### src/rtl/mdio_receptor.sv
// mdio_receptor: PHY-side Clause-22 MDIO frame deserializer driving a 32x16 register file.
// Build option MDIO_PHYADDR_FILTER_EN: frames for another PHYADDR are counted out silently.
module mdio_receptor #(
    parameter logic [4:0] PHY_ADDR = 5'd0
) (
    input  logic        clk,
    input  logic        rst,
    input  logic        MDC,
    input  logic        MDIO_OUT,
    input  logic        MDIO_OE,
    input  logic [15:0] RD_DATA,
    output logic        MDIO_IN,
    output logic [4:0]  ADDR,
    output logic [15:0] WR_DATA,
    output logic        WR_STB,
    output logic        RD_REQ,
    output logic        FRAME_ERR,
    output logic        BUSY
);
    typedef enum logic [2:0] {IDLE, HEADER, WRITE, READ, IGNORE} state_e;

    state_e      state_q, state_d;
    logic [5:0]  cnt_q, cnt_d;
    logic [14:0] sr_q, sr_d;
    logic [15:0] tx_q, tx_d;
    logic [15:0] wr_data_q, wr_data_d;
    logic [4:0]  addr_q, addr_d;
    logic        mdc_q, rd_cap_q;
    logic        mdio_in_q, mdio_in_d;
    logic        wr_stb_q, wr_stb_d;
    logic        rd_req_q, rd_req_d;
    logic        ferr_q, ferr_d;

    logic        rise, fall, hdr_ok, addr_match;
    logic [15:0] sr_sh;
    logic [5:0]  cnt_inc;

    assign rise    = MDC & ~mdc_q;
    assign fall    = ~MDC & mdc_q;
    assign sr_sh   = {sr_q, MDIO_OUT};
    assign cnt_inc = cnt_q + 6'd1;
    // sr_sh[13:0] holds ST,OP,PHYADDR,REGADDR on the 14th rise
    assign hdr_ok  = (sr_sh[13:12] == 2'b01) &&
                     ((sr_sh[11:10] == 2'b01) || (sr_sh[11:10] == 2'b10));

`ifdef MDIO_PHYADDR_FILTER_EN
    assign addr_match = (sr_sh[9:5] == PHY_ADDR);
`else
    logic unused_phy_addr;
    assign unused_phy_addr = ^PHY_ADDR;
    assign addr_match      = 1'b1;
`endif

    always_ff @(posedge clk or negedge rst) begin
        if (!rst) begin
            state_q   <= IDLE;
            cnt_q     <= '0;
            sr_q      <= '0;
            tx_q      <= '0;
            wr_data_q <= '0;
            addr_q    <= '0;
            mdc_q     <= 1'b0;
            rd_cap_q  <= 1'b0;
            mdio_in_q <= 1'b0;
            wr_stb_q  <= 1'b0;
            rd_req_q  <= 1'b0;
            ferr_q    <= 1'b0;
        end else begin
            state_q   <= state_d;
            cnt_q     <= cnt_d;
            sr_q      <= sr_d;
            tx_q      <= tx_d;
            wr_data_q <= wr_data_d;
            addr_q    <= addr_d;
            mdc_q     <= MDC;
            rd_cap_q  <= rd_req_q;
            mdio_in_q <= mdio_in_d;
            wr_stb_q  <= wr_stb_d;
            rd_req_q  <= rd_req_d;
            ferr_q    <= ferr_d;
        end
    end

    always_comb begin
        state_d   = state_q;
        cnt_d     = cnt_q;
        sr_d      = sr_q;
        tx_d      = tx_q;
        wr_data_d = wr_data_q;
        addr_d    = addr_q;
        mdio_in_d = mdio_in_q;
        wr_stb_d  = 1'b0;
        rd_req_d  = 1'b0;
        ferr_d    = 1'b0;
        // memory answers one clk after RD_REQ
        if (rd_cap_q) tx_d = RD_DATA;
        case (state_q)
            IDLE: if (rise && MDIO_OE) begin
                sr_d    = sr_sh[14:0];
                cnt_d   = 6'd1;
                state_d = HEADER;
            end
            HEADER: if (rise) begin
                if (!MDIO_OE) begin
                    ferr_d  = 1'b1;
                    state_d = IDLE;
                end else begin
                    sr_d  = sr_sh[14:0];
                    cnt_d = cnt_inc;
                    if (cnt_inc == 6'd14) begin
                        if (!hdr_ok) begin
                            ferr_d  = 1'b1;
                            state_d = IDLE;
                        end else if (!addr_match) begin
                            state_d = IGNORE;
                        end else begin
                            addr_d = sr_sh[4:0];
                            if (sr_sh[11:10] == 2'b01) begin
                                state_d = WRITE;
                            end else begin
                                rd_req_d = 1'b1;
                                state_d  = READ;
                            end
                        end
                    end
                end
            end
            WRITE: if (rise) begin
                if (!MDIO_OE) begin
                    ferr_d  = 1'b1;
                    state_d = IDLE;
                end else begin
                    sr_d  = sr_sh[14:0];
                    cnt_d = cnt_inc;
                    if (cnt_inc == 6'd32) begin
                        wr_data_d = sr_sh;
                        wr_stb_d  = 1'b1;
                        state_d   = IDLE;
                    end
                end
            end
            READ: begin
                if (rise) begin
                    cnt_d = cnt_inc;
                    if (cnt_inc == 6'd32) begin
                        mdio_in_d = 1'b0;
                        state_d   = IDLE;
                    end
                end else if (fall && cnt_q >= 6'd16) begin
                    // first data bit goes out on the fall after the second TA rise
                    mdio_in_d = tx_q[15];
                    tx_d      = {tx_q[14:0], 1'b0};
                end
            end
            IGNORE: if (rise) begin
                cnt_d = cnt_inc;
                if (cnt_inc == 6'd32) state_d = IDLE;
            end
            default: state_d = IDLE;
        endcase
    end

    assign MDIO_IN   = mdio_in_q;
    assign ADDR      = addr_q;
    assign WR_DATA   = wr_data_q;
    assign WR_STB    = wr_stb_q;
    assign RD_REQ    = rd_req_q;
    assign FRAME_ERR = ferr_q;
    assign BUSY      = (state_q != IDLE);
endmodule
### config.mk
export PLATFORM = sky130hd
export DESIGN_NAME = mdio_receptor
export DESIGN_NICKNAME = d
export VERILOG_FILES = /design/src/rtl/mdio_receptor.sv
export SDC_FILE = /design/constraint.sdc
export NUM_CORES = 1
export LEC_CHECK = 0
export ABC_AREA = 1
export CAP_MARGIN = 20
export CELL_PAD_IN_SITES_DETAIL_PLACEMENT = 1
export CELL_PAD_IN_SITES_GLOBAL_PLACEMENT = 2
export CORE_MARGIN = 3
export CORE_UTILIZATION = 32
export CTS_CLUSTER_DIAMETER = 50
export DETAILED_ROUTE_END_ITERATION = 6
export PLACE_DENSITY_LB_ADDON = 0.1
export SLEW_MARGIN = 20
export SYNTH_ARGS = -nofsm -noshare
export SYNTH_HDL_FRONTEND = slang
export SYNTH_SLANG_ARGS = --single-unit
### constraint.sdc
create_clock -name clk -period 2 [get_ports clk]
set_input_delay 0.4 -clock clk [delete_from_list [all_inputs] [get_ports clk]]
set_output_delay 0.4 -clock clk [all_outputs]
set_load 0.02 [all_outputs]
==> impl_table.tex <==
\begin{tabular}{lr}
\hline
Metric & Value \\
\hline
\multicolumn{2}{l}{\textbf{Run status}} \\
Run status & finished, final reports clean \\
\multicolumn{2}{l}{\textbf{Cells and area}} \\
Fill cell instance count of the final layout & 1,072 \\
Register cell area after layout & 1680 sq um \\
Multi-input gate area & 1120 sq um \\
Fraction of final layout cells sized beyond drive strength 1 & 13.7\% \\
Area added between synthesis and finish & 27.9\% \\
\# diodes & 0 \\
Final-stage net count & 428 \\
\multicolumn{2}{l}{\textbf{CTS}} \\
CTS sink cnt & 67 \\
PostCTS Resize Cnt & 1 \\
CTS root buf & clkbuf\_8 \\
Later-pin clock latency in the skew report & 0.35 ns \\
Total CTS buffers & 9 \\
CTS tree & built \\
Count of H-tree levels built during CTS & 3 \\
Clock-pin slew on the worst setup and hold paths & 0.07 ns \\
Post-CTS Hold Fix Bufs & 0 \\
\# Post-CTS Setup Buffers & 0 \\
Deepest clock path buffer count & 2 \\
\multicolumn{2}{l}{\textbf{Synthesis}} \\
Post-Syn Area & 3050 sq um \\
Most common library cells after synthesis & nand2\_1 (103), dfrtp\_1 (67), inv\_1 (46) \\
Area fraction in compound gates after synthesis & 15.8\% \\
Most common cell in the synthesized netlist & nand2\_1 \\
Mapped Nets & 374 \\
Area fraction in and, or, nand and nor cells after synthesis & 18.8\% \\
Multiplexer fraction of the synthesized cell area & 0.656\% \\
Ys flop type & dfrtp\_1 \\
Flip-flop and latch count after synthesis & 67 \\
Fraction of registers with async set or reset after synthesis & 100\% \\
Top cell type's share of synthesized area & 55.0\% \\
Count of unique library cells instantiated by Yosys & 27 \\
Area contributors post-synth & dfrtp\_1 (55\%), nand2\_1 (13\%), o21ai\_2 (6.3\%) \\
Post-synthesis instance total & 350 \\
Post-synthesis adder-cell area fraction & 1.23\% \\
Xor/xnor cell area share of the yosys netlist & 0\% \\
Average footprint of a synthesized cell & 8.72 sq um \\
Warnings from Yosys & 0 \\
Dominant combinational cell family by area after synthesis & simple AND/OR/NAND/NOR gates \\
Share of synthesized area occupied by flip-flops and latches & 55.0\% \\
Largest area contributor in the synthesized netlist & dfrtp\_1 \\
Number of enable flip-flop cells after synthesis & 0 \\
\multicolumn{2}{l}{\textbf{Critical path}} \\
Family with the most delay on the worst path & flip-flops \\
Crit-path slowest cell & dfrtp\_1 \\
CP Max Fanout & 6 \\
Data required time at the worst endpoint & 1.60 ns \\
Total buffers and inverters traversed by the critical path & 1 \\
Arrival time reported for the critical path endpoint & 1.48 ns \\
Instance count on the critical path & 3 \\
Nature of the critical path startpoint & flop \\
Register-to-register setup slack & 0.18 ns \\
Nature of the critical path endpoint & primary output \\
Worst setup path category & reg -> out \\
Slowest cell delay on critical path & 0.44 ns \\
Length in cells of the worst reg-to-reg path & 11 \\
Cell breakdown of the critical path & nor2\_1, nand2\_1, dlygate4sd2\_1 \\
\multicolumn{2}{l}{\textbf{Timing}} \\
Minimum clock period & 1.88 ns \\
Crit share post-route & 93.9\% \\
Number of setup violations in the final report & 0 \\
Setup\_tns & 0 ns \\
Final Hold Fails & 0 \\
Pins over their slew limit & 0 \\
Rel. slew slack & 65.1\% \\
RSZ-0062 raised after global routing & no \\
Fmax & 532 MHz \\
Worst-case clock skew & 0.0110 ns \\
Min Hold Slack & 0.0475 ns \\
Actual slew at the worst max-slew pin & 0.524 ns \\
Setup ws final & 0.121 ns \\
\multicolumn{2}{l}{\textbf{Routing}} \\
Drt via density & 4.52 \\
First-pass iteration count of the detailed router & 4 \\
DR iter-0 viols & 77 \\
Via Count & 2,417 \\
Post-route DRC violation count & 0 \\
Average detailed-routed wire length per instance & 13.1 microns \\
WL final & 7.03 mm \\
Post-route antenna net violation count & 0 \\
\multicolumn{2}{l}{\textbf{Placed design}} \\
Number of buffers inserted by port buffering & 46 \\
Placer congestion estimate & 0.743 \\
Pre-CTS WS & -0.00671 ns \\
Estimated wirelength of the detail-placed design & 4.84 mm \\
\multicolumn{2}{l}{\textbf{Global routing}} \\
Total overflow reported by the global router & 0 \\
Maximum number of pins on one net before global-route repair & 68 \\
Wire length of the first global-routing pass & 12.6 mm \\
Total routing resource utilization after global routing & 14.4\% \\
Via count of the first global-routing pass & 2,616 \\
Initial antenna violation count & 0 \\
\multicolumn{2}{l}{\textbf{Power}} \\
Proportion of power drawn by the clock network & 40.0\% \\
Max IR drop VDD & 0.315 mV \\
PD cells & 770 nW/um\^{}2 \\
Reported leakage power & 0.00191 uW \\
Comb power frac & 10.8\% \\
Net switching power figure & 813 uW \\
Internal cell power & 2190 uW \\
Register share of total power & 49.2\% \\
Net switching fraction of the power & 27.1\% \\
\multicolumn{2}{l}{\textbf{Floorplanning}} \\
Number of rows created at floorplan & 34 \\
Area of the die & 10,700 sq um \\
Initial standard-cell utilization of the core & 34.0\% \\
Area of the core & 8980 sq um \\
Chip width & 104 microns \\
Io pins & 47 \\
Chip height & 104 microns \\
\multicolumn{2}{l}{\textbf{Min path}} \\
Hold WC Path Type & in -> async \\
\multicolumn{2}{l}{\textbf{Job}} \\
\# Max-Cap Violations & 0 \\
\hline
\end{tabular}
-- kinds of logic after synthesis --
| logic type | count (synthesis) |
|---|---|
| simple gates | 142 |
| compound gates | 75 |
| flops | 67 |
| buf+inv | 61 |
| fa+ha+maj | 3 |
| mux | 2 |
-- power groups by stage --
stage          sequential [uW]  clock (uW)  combinational (uW)
3_5_place_dp              1510           0                 331
5_1_grt                   1490        1320                 379
6_report                  1480        1200                 323
3_3_place_gp              1500           0                 323
4_1_cts                   1480        1250                 334
2_1_floorplan             1490           0                 194
-- flip-flops by register name, indices dropped and copies added (netlist names) --
signal / cells
WR_STB: 1
cnt_q: 6
sr_q: 15
MDIO_IN: 1
FRAME_ERR: 1
rd_cap_q: 1
RD_REQ: 1
ADDR: 5
tx_q: 16
mdc_q: 1
state_q: 3
WR_DATA: 16
-- final cells by class --
cell class                 count  share of cell area [%]
tap                          126                    4.04
sequential                    67                    43.0
inverter                      48                    4.62
clock buffer                  11                    3.88
timing repair buffer          56                    14.2
multi-input combinational    222                    28.8
clock inverter                 5                    1.54
-- placed cells by master (no fill, tap or decap), types with 3 or more instances in the layout --
cell	instances
nand2_1	103
dfrtp_1	67
inv_1	46
clkdlybuf4s50_1	44
o21ai_0	38
o21ai_2	22
nor2_1	19
nand3_1	11
clkbuf_8	11
buf_4	8
a31oi_1	6
nand4_1	4
ha_1	3
-- stage by stage --
step                total power, uW  instance area [sq um]  instances  utilization [%]
finish                         3010                   3900        535             43.5
global route                   3190                   3900        535             43.5
CTS                            3070                   3890        535             43.4
detailed placement             1840                   3680        519             41.0
global placement               1830                   3680        519             41.0
floorplan                      1690                   3050        350                -
-- routing by layer --
| layer | GRT usage, % | up-vias | routed length (microns) |
|---|---|---|---|
| met5 | 0 | - | 0 |
| met4 | 4.56 | 0 | 99 |
| met3 | 5.53 | 8 | 324 |
| met2 | 22.9 | 33 | 3250 |
| met1 | 18.1 | 1157 | 3350 |
| li1 | - | 1219 | - |
-- path summary, 6_finish.rpt --
path,startpoint,endpoint
setup / recovery,state_q[0],BUSY
hold / removal,rst,cnt_q[3]
setup reg to reg,cnt_q[1],WR_DATA[11]
hold reg to reg,RD_REQ,rd_cap_q
max in group asynchronous,rst,state_q[1]
min in group clk,RD_REQ,rd_cap_q
(Power assumes the default switching activity.)
